[src/rtl/match_game_ctrl.sv]
// ---------------------------------------------------------------------------
// match_game_ctrl
//   Round sequencer for the two-player sequence-matching game. The setter
//   loads SEQ_LEN 4-bit symbols into an external bank of load registers, and
//   the guesser then replays them. Each symbol is compared against the stored
//   slot. The block enforces a per-phase time limit, keeps both scores, swaps
//   roles after every round and declares a winner.
//
// Optional feature (compile-time macro RETRY_EN):
//   When defined, the guesser gets one retry per round. The first mismatch
//   restarts the guess at slot 0 and does not reset the timer.
//
// Ports
//   Clk         rising-edge clock
//   Rst         synchronous reset, active-high
//   Start       begin game (IDLE) / restart (OVER)
//   P1Valid/P1Data, P2Valid/P2Data   player symbol strobes
//   StoredData  load-register outputs, slot i at [4i+3:4i]
//   LoadData    setter's symbol to all load-register inputs (combinational)
//   Allow       load-register enable; low clears the bank on the next edge
//   Access      one-hot slot write strobe (combinational, SET only)
//   Turn        current setter: 0 = P1, 1 = P2
//   Phase       IDLE=0, SET=1, GUESS=2, CLEAR=3, OVER=4
//   P1Score, P2Score   saturating scores
//   Timeout     one-cycle pulse after a phase runs out of time
//   Winner      valid in OVER: 0 = P1, 1 = P2
// ---------------------------------------------------------------------------
module match_game_ctrl #(
  parameter int SEQ_LEN     = 4,
  parameter int TURN_CYCLES = 1000,
  parameter int WIN_SCORE   = 5
) (
  input  logic                 Clk,
  input  logic                 Rst,
  input  logic                 Start,
  input  logic                 P1Valid,
  input  logic [3:0]           P1Data,
  input  logic                 P2Valid,
  input  logic [3:0]           P2Data,
  input  logic [4*SEQ_LEN-1:0] StoredData,
  output logic [3:0]           LoadData,
  output logic                 Allow,
  output logic [SEQ_LEN-1:0]   Access,
  output logic                 Turn,
  output logic [2:0]           Phase,
  output logic [3:0]           P1Score,
  output logic [3:0]           P2Score,
  output logic                 Timeout,
  output logic                 Winner
);

  localparam logic [2:0] PH_IDLE  = 3'd0;
  localparam logic [2:0] PH_SET   = 3'd1;
  localparam logic [2:0] PH_GUESS = 3'd2;
  localparam logic [2:0] PH_CLEAR = 3'd3;
  localparam logic [2:0] PH_OVER  = 3'd4;

  localparam int IW = (SEQ_LEN > 1) ? $clog2(SEQ_LEN) : 1;
  localparam int TW = $clog2(TURN_CYCLES + 1);

  localparam logic [IW-1:0] IDX_LAST  = IW'(SEQ_LEN - 1);
  localparam logic [TW-1:0] TIMER_END = TW'(TURN_CYCLES - 1);
  localparam logic [TW-1:0] TIMER_MAX = TW'(TURN_CYCLES);
  localparam logic [3:0]    WIN       = 4'(WIN_SCORE);

  logic [2:0]    phase_q;
  logic          turn_q;
  logic [IW-1:0] idx_q;
  logic [TW-1:0] timer_q;
  logic [3:0]    p1_score_q;
  logic [3:0]    p2_score_q;
  logic          timeout_q;
  logic          winner_q;

  logic          in_set;
  logic          in_guess;
  logic          active_valid;
  logic [3:0]    guess_data;
  logic [3:0]    stored_sym;
  logic          idx_last;
  logic          time_up;
  logic          match;
  logic          retry_avail;
  logic          award_setter;
  logic          award_guesser;
  logic          award_p1;
  logic          award_p2;

`ifdef RETRY_EN
  logic retry_used_q;
  assign retry_avail = !retry_used_q;
`else
  assign retry_avail = 1'b0;
`endif

  function automatic logic [3:0] sat_inc(input logic [3:0] s);
    return (s == 4'd15) ? s : s + 4'd1;
  endfunction

  assign in_set     = (phase_q == PH_SET);
  assign in_guess   = (phase_q == PH_GUESS);
  assign guess_data = turn_q ? P1Data : P2Data;
  assign stored_sym = StoredData[{idx_q, 2'b00} +: 4];
  assign idx_last   = (idx_q == IDX_LAST);
  // The timer saturates past the limit, so a valid accepted on the final
  // cycle does not disable the limit: the next idle cycle still times out.
  assign time_up    = (timer_q >= TIMER_END);
  assign match      = (guess_data == stored_sym);

  // Only the setter's strobe counts in SET and only the guesser's in GUESS.
  always_comb begin
    // NOTE: every output of a combinational block gets a default first so no
    // path through it leaves a value unassigned (which would infer a latch).
    active_valid = 1'b0;
    if (in_set)   active_valid = turn_q ? P2Valid : P1Valid;
    if (in_guess) active_valid = turn_q ? P1Valid : P2Valid;
  end

  // Round outcome, resolved to "setter" / "guesser" and then to a player.
  always_comb begin
    award_setter  = 1'b0;
    award_guesser = 1'b0;
    if (in_set && !active_valid && time_up) award_guesser = 1'b1;
    if (in_guess) begin
      if (!active_valid) begin
        if (time_up) award_setter = 1'b1;
      end else if (match) begin
        if (idx_last) award_guesser = 1'b1;
      end else if (!retry_avail) begin
        award_setter = 1'b1;
      end
    end
    award_p1 = turn_q ? award_guesser : award_setter;
    award_p2 = turn_q ? award_setter  : award_guesser;
  end

  always_ff @(posedge Clk) begin
    if (Rst) begin
      phase_q    <= PH_IDLE;
      turn_q     <= 1'b0;
      idx_q      <= '0;
      timer_q    <= '0;
      p1_score_q <= '0;
      p2_score_q <= '0;
      timeout_q  <= 1'b0;
      winner_q   <= 1'b0;
`ifdef RETRY_EN
      retry_used_q <= 1'b0;
`endif
    end else begin
      // NOTE: state is updated with non-blocking assignments so every register
      // samples pre-edge values; later assignments in this block override
      // earlier defaults for the same register.
      timeout_q <= 1'b0;
      if (award_p1) p1_score_q <= sat_inc(p1_score_q);
      if (award_p2) p2_score_q <= sat_inc(p2_score_q);

      case (phase_q)
        PH_IDLE: begin
          if (Start) begin
            phase_q <= PH_SET;
            idx_q   <= '0;
            timer_q <= '0;
          end
        end

        PH_SET, PH_GUESS: begin
          if (timer_q != TIMER_MAX) timer_q <= timer_q + TW'(1);
          if (active_valid) begin
            if (in_set) begin
              if (idx_last) begin
                phase_q <= PH_GUESS;
                idx_q   <= '0;
                timer_q <= '0;
`ifdef RETRY_EN
                retry_used_q <= 1'b0;
`endif
              end else begin
                idx_q <= idx_q + IW'(1);
              end
            end else if (match) begin
              if (idx_last) phase_q <= PH_CLEAR;
              else          idx_q   <= idx_q + IW'(1);
            end else if (retry_avail) begin
`ifdef RETRY_EN
              retry_used_q <= 1'b1;
`endif
              idx_q <= '0;
            end else begin
              phase_q <= PH_CLEAR;
            end
          end else if (time_up) begin
            timeout_q <= 1'b1;
            phase_q   <= PH_CLEAR;
          end
        end

        // Allow is low for this one cycle, which wipes the load registers.
        PH_CLEAR: begin
          if (p1_score_q >= WIN || p2_score_q >= WIN) begin
            phase_q  <= PH_OVER;
            winner_q <= (p1_score_q < WIN);
          end else begin
            turn_q  <= ~turn_q;
            phase_q <= PH_SET;
            idx_q   <= '0;
            timer_q <= '0;
          end
        end

        PH_OVER: begin
          if (Start) begin
            p1_score_q <= '0;
            p2_score_q <= '0;
            turn_q     <= 1'b0;
            winner_q   <= 1'b0;
            phase_q    <= PH_SET;
            idx_q      <= '0;
            timer_q    <= '0;
          end
        end

        default: phase_q <= PH_IDLE;
      endcase
    end
  end

  assign LoadData = turn_q ? P2Data : P1Data;
  assign Allow    = in_set || in_guess;
  assign Access   = (in_set && active_valid) ? (SEQ_LEN'(1) << idx_q) : '0;
  assign Turn     = turn_q;
  assign Phase    = phase_q;
  assign P1Score  = p1_score_q;
  assign P2Score  = p2_score_q;
  assign Timeout  = timeout_q;
  assign Winner   = winner_q;

endmodule
[config.mk]
export PLATFORM = sky130hd
export DESIGN_NAME = match_game_ctrl
export DESIGN_NICKNAME = d
export VERILOG_FILES = /design/src/rtl/match_game_ctrl.sv
export SDC_FILE = /design/constraint.sdc
export NUM_CORES = 1
export LEC_CHECK = 0
export BUFFER_PORTS_ARGS = -buffer_cell sky130_fd_sc_hd__buf_2
export CAP_MARGIN = 20
export CORE_MARGIN = 2
export CORE_UTILIZATION = 54
export DETAILED_ROUTE_END_ITERATION = 8
export PLACE_DENSITY_LB_ADDON = 0.08
export SLEW_MARGIN = 20
export SYNTH_ARGS = -nofsm -noshare
export SYNTH_HDL_FRONTEND = slang
export SYNTH_SLANG_ARGS = --single-unit
export TNS_END_PERCENT = 1
[constraint.sdc]
create_clock -name Clk -period 2.9 [get_ports Clk]
set_clock_uncertainty 0.05 [all_clocks]
set_input_delay 0.29 -clock Clk [delete_from_list [all_inputs] [get_ports Clk]]
set_output_delay 0.29 -clock Clk [all_outputs]
set_load 0.05 [all_outputs]
; ---- Word level (Yosys, flattened, before mapping)
; Cells that the tools add are included.
[classes]
n_addsub = 4
magnitude_cmp = 4
eq_ne = 19
shifts = 2
muxes = 55
bitwise_logic = 2
reduce_logical = 17
[op_table]
columns = op, n
row1 = $mux 10, 6
row2 = $mux 4, 11
row3 = $pmux 10 s3, 1
row4 = $mux 3, 8
row5 = $mux 1, 18
row6 = $shiftx 16x5->4, 1
row7 = $mux 2, 7
row8 = $add 10x1->10 const B, 1
row9 = $ge 10x10->1 const B, 1
row10 = $ne 10x10->1 const B, 1
row11 = $ne 3x3->1 const B, 3
row12 = $pmux 3 s3, 1
row13 = $reduce_and 3->1, 3
row14 = $add 4x1->4 const B, 2
row15 = $eq 4x4->1 const B, 2
row16 = $ge 4x3->1 const B, 2
row17 = $ne 2x2->1 const B, 4
row18 = $ne 4x4->1 const B, 2
row19 = $eq 3x2->1 const B, 2
row20 = $pmux 2 s3, 1
row21 = $reduce_and 6->1, 1
row22 = $eq 4x4->1, 1
row23 = $lt 4x3->1 const B, 1
row24 = $pmux 1 s2, 2
row25 = other kinds (16), 21
[totals]
register_bits = 26
in_bits = 29
output_inout_bits = 23
elab_cells = 111

; ---- Depth between registers and ports, before layout
[depth]
word_depth = 15
ltp_mapped = 8
ltp_nobuf = 8

; ---- Least setup slack after synthesis
; Ideal clock, no wire load.
[synth_path]
path_kind = reg-to-reg
start = register turn_q, in the netlist Turn
end = register p2_score_q[0], in the netlist P2Score[0]
setup_time_ps = 72
t_arrival_ps = 2441
required_time_ps = 2778
setup_slack_ps = 337
stages_incl_launch_ff = 8
n_path_buf = 1
synth_period_minus_slack_ps = 2563
cell_sequence = dfxtp_1 -> buf_2 -> mux2i_1 -> xnor2_1 -> or4_4 -> and2_4 -> a311oi_4 -> mux2i_1
[synth_between]
elab_chain_cells = 15
elab_cells_between_ends = 21
cone_classes = eq/ne (1) / mux (17) / reduce/logical (3)
[synth_rtl]
columns = item, line
row1 = start: declaration, 67  ; logic turn_q;
row2 = start signal: assignment, 204  ; turn_q <= ~turn_q;
row3 = $mux 1 (2 in series), 115  ; if (in_set) active_valid = turn_q ? P2Valid : P1Valid;
row4 = $mux 1, 116  ; if (in_guess) active_valid = turn_q ? P1Valid : P2Valid;
row5 = $logic_not 1->1, -
row6 = $logic_and 1x1->1 (2 in series), 123  ; if (in_set && !active_valid && time_up) award_guesser = 1'b1;
row7 = $mux 1, 123
row8 = $mux 1, 128  ; if (idx_last) award_guesser = 1'b1;
row9 = $mux 1, 127  ; end else if (match) begin
row10 = $mux 1, 125  ; if (!active_valid) begin
row11 = $mux 1, 124  ; if (in_guess) begin
row12 = $mux 1 (*), 134  ; award_p2 = turn_q ? award_setter : award_guesser;
row13 = $mux 4 (*), 156  ; if (award_p2) p2_score_q <= sat_inc(p2_score_q);
row14 = $mux 4, 212  ; if (Start) begin
row15 = $mux 4 (*), 158  ; case (phase_q)
row16 = end signal: assignment, 156
row17 = end: declaration, 71  ; logic [3:0] p2_score_q;
; Every way passes the cells marked *; elsewhere a longest branch is shown, timed or not.
; A chain may end at the register's enable or synchronous reset.

; ---- Worst setup path in the final report
[layout_path]
start = register idx_q[0]
end = register p2_score_q[1], in the netlist P2Score[1]
[layout_between]
elab_chain_cells = 9
elab_cells_between_ends = 14
cone_classes = eq/ne (2) / shift (1) / mux (11)
[layout_rtl]
columns = item, line
row1 = start: declaration, 68  ; logic [IW-1:0] idx_q;
row2 = start signal: assignment, 179  ; idx_q <= idx_q + IW'(1);
row3 = start signal: assignment, 183  ; else idx_q <= idx_q + IW'(1);
row4 = $shiftx 16x5->4 or $eq 2x2->1 (tied branches), "103, 104"
row5 = $eq 4x4->1 or $mux 1 (tied branches), "108, 128"
row6 = $mux 1, 127
row7 = $mux 1, 125
row8 = $mux 1, 124
row9 = $mux 1 (*), 134
row10 = $mux 4 (*), 156
row11 = $mux 4, 212
row12 = $mux 4 (*), 158
; Marked as above.

==> results.toml <==
[clocking]
clk_latency_ps = 260
post_cts_buffers = 0
cts_root_buf = "clkbuf_8"
post_cts_resized = 0
cts_tree = "yes"
cts_sinks = 26
holdBufCountCts = 0
cts.path.max_buffers = 2
cts_buffers = 3
clk_pin_slew_ps = 80
htree_levels = 1

[worst_setup_path]
max_stage_delay_ps = 610
crit_path_cell_trace = "mux4_1 -> xnor2_1 -> or4_4 -> and2_4 -> a311oi_4 -> mux2i_1"
critPathKind = "reg -> reg"
cp_slowest_cell = "mux4_1"
arrival_ps = 2820
required_ps = 3050
endpoint_kind = "flop"
rr_worst_depth = 6
worst-path-max-fanout = 8
worstReg2RegStart = "idx_q[0]$_SDFFE_PP0P_"
crit_start = "idx_q[0]$_SDFFE_PP0P_"
startpoint_type = "flop"

[detailed_routing]
met1_length_um = 2163
dr.pass1.iters = 4
met2_length_um = 2339
wl_um = 4781
ant_nets = 0
drc_errors = 0
routed-wl-met3_um = 253
routed.top_layer = "met4"
vias_per_cell = 5.883
wl_per_cell_um = 13.94
vias = 2018
drtIter0Drc = 101

[floorplanning]
coreArea_mm2 = 0.003661
rows = 22
pin_count = 52
start_util_pct = 56.49
dieArea_mm2 = 0.004341
die_w_um = 65.89
die_h_um = 65.89

[placement]
io_buffers = 51
dp.cells = 340
gp_congestion = 0.8745
dp_hpwl_um = 3742

[timing]
drv_slew = 0
period_minus_slack_ps = 2668
rsz0062_at_grt = "false"
setup_viol = 0
finalHoldViolations = 0
tns_ps = 0
max_slew_margin_pct = 51.27
tightest_slew_ps = 729.9
fmaxAchievable_mhz = 374.8
fin_crit_sh_pct = 92.01

[synth]
synth_edf_count = 0
ys_ff_latch = 26
async_flop_share_pct = 0
syn_nets = 285
synth.avg_cell_area_um2 = 8.476
ys.flop_type = "dfxtp_1"
synth-warning-count = 0
syn_area_mm2 = 0.002068
yosysUniqueCellTypes = 50
synth-seq-area-share_pct = 25.17
synth_cells = 244

[global_routing]
grt_max_degree = 20
grt_pass1_wl_um = 7610
antenna_found_initial = 0
track_usage_pct = 22.23
overflow = 0
grt_pass1_vias = 1763

[cells_and_area]
final_cells = 343
area_growth_pct = 17.18
drive_gt1_share_pct = 24.07
nets = 338
diodes = 0
final_common_cell = "buf_2"
layout_common_cells = "51 x buf_2, 26 x dfxtp_1, 18 x nand2_1, 15 x inv_1, 14 x nor2_1"

[power]
swShare_pct = 32.66
power_frac_comb_pct = 30.0
total_leakage_power_nw = 0.9958
power_frac_seq_pct = 46.1
clkPwrFrac_pct = 23.9
p_int_mw = 0.5600
power_density_mw_per_mm2 = 343.1
switchingPower_mw = 0.2716
peakVddDrop_uv = 277.1

[status]
status = "complete, no violations"

[run]
maxCapViolCount = 0

[min_path]
hold_start = "Rst"
min_path_type = "in -> reg"
hold_depth = 2
## layout make-up
type / count / area [µm²]
repair buffers: 57 / 300.3
fillers: 336 / 1237
multi-input cells: 194 / 1445
flip-flops and latches: 26 / 520.5
clock buffers: 3 / 41.29
well taps: 48 / 60.06
inverters: 15 / 56.30
## kinds of logic (layout without fill, tap and decap cells)
family / Yosys count / in the layout / synth area share (%)
DFF: 26 / 26 / 25.17
AOI/OAI and AO/OA: 52 / 52 / 17.48
buffers and inverters: 24 / 75 / 4.960
adders and majority gates: 12 / 12 / 7.259
xor gates and xnor gates: 10 / 10 / 4.235
muxes: 19 / 19 / 12.40
and+or+nand+nor: 101 / 101 / 28.49
## worst paths after layout
kind,to,slack [ps]
worst max register to register,P2Score[1]$_SDFF_PP0_,230
worst max-delay path,P2Score[1]$_SDFF_PP0_,230
worst min register to register,P1Score[1]$_SDFF_PP0_,460
worst min-delay path,Turn$_SDFFE_PP0P_,310
## sequential cells by signal, summed over array words and instances (netlist names)
signal / count
Phase: 3
timer_q: 10
P2Score: 4
P1Score: 4
idx_q: 2
Winner: 1
Timeout: 1
Turn: 1
## cells in the mapped netlist (2+ instances only)
cell type | number | area (µm²)
xnor2_1 | 6 | 52.55
and3_1 | 6 | 37.54
inv_1 | 15 | 56.30
mux4_1 | 3 | 78.83
a22oi_1 | 2 | 15.01
dfxtp_1 | 26 | 520.5
nor3_1 | 8 | 40.04
and2_1 | 4 | 25.02
nand3b_1 | 5 | 37.54
buf_2 | 4 | 20.02
o21ai_0 | 9 | 45.04
mux2i_1 | 11 | 110.1
nand4_1 | 6 | 37.54
nand2b_1 | 6 | 37.54
a21oi_1 | 13 | 65.06
mux2_2 | 4 | 45.04
nor4b_1 | 3 | 26.28
and4_1 | 2 | 17.52
nand2_1 | 18 | 67.56
nor2_1 | 14 | 52.55
nand3_1 | 11 | 55.05
xor2_1 | 4 | 35.03
a21o_1 | 3 | 22.52
a211oi_1 | 6 | 45.04
o211ai_1 | 2 | 15.01
nor3b_1 | 2 | 15.01
clkbuf_1 | 4 | 15.01
a211o_1 | 2 | 17.52
or4_1 | 5 | 37.54
a31oi_1 | 7 | 43.79
nor2b_1 | 3 | 18.77
ha_1 | 12 | 150.1
## metal layers
layer	vias up	GRT usage [%]
li1	1013	-
met3	2	3.578
met1	958	28.95
met4	0	3.906
met2	45	38.89
met5	-	0
## worst max-delay path: cells and delay by family, from the launching register on
kind	cells	cell delay (ps)
AND/OR/NAND/NOR	2	710
flip-flops	1	520
AO/OA/AOI/OAI	1	310
XOR/XNOR	1	190
multiplexers	2	820
## power groups by stage
stage | Combinational, mW | Sequential [mW] | Clock (mW)
floorplan | 0.171 | 0.403 | 0
global placement | 0.246 | 0.392 | 0
detailed placement | 0.249 | 0.392 | 0
CTS | 0.250 | 0.384 | 0.212
global route | 0.271 | 0.387 | 0.227
finish | 0.249 | 0.384 | 0.199
## metrics by stage
| stage | worst slack (ps) | total power, mW | instance area, µm² | hold WS (ps) | utilization [%] |
|---|---|---|---|---|---|
| final | 231.8 | 0.8316 | 2424 | 312.3 | 66.20 |
| after CTS | 206.2 | 0.8463 | 2424 | 296.6 | 66.20 |
| after detailed placement | 238.2 | 0.6414 | 2382 | 452.9 | 65.07 |
| after global placement | 262.6 | 0.6379 | 2382 | 436.2 | 65.07 |
| after global routing | 89.60 | 0.8856 | 2424 | 319.3 | 66.20 |
| after floorplan | 337.4 | 0.5741 | 2068 | 421.6 | - |
Power figures use the tool's default switching activity.
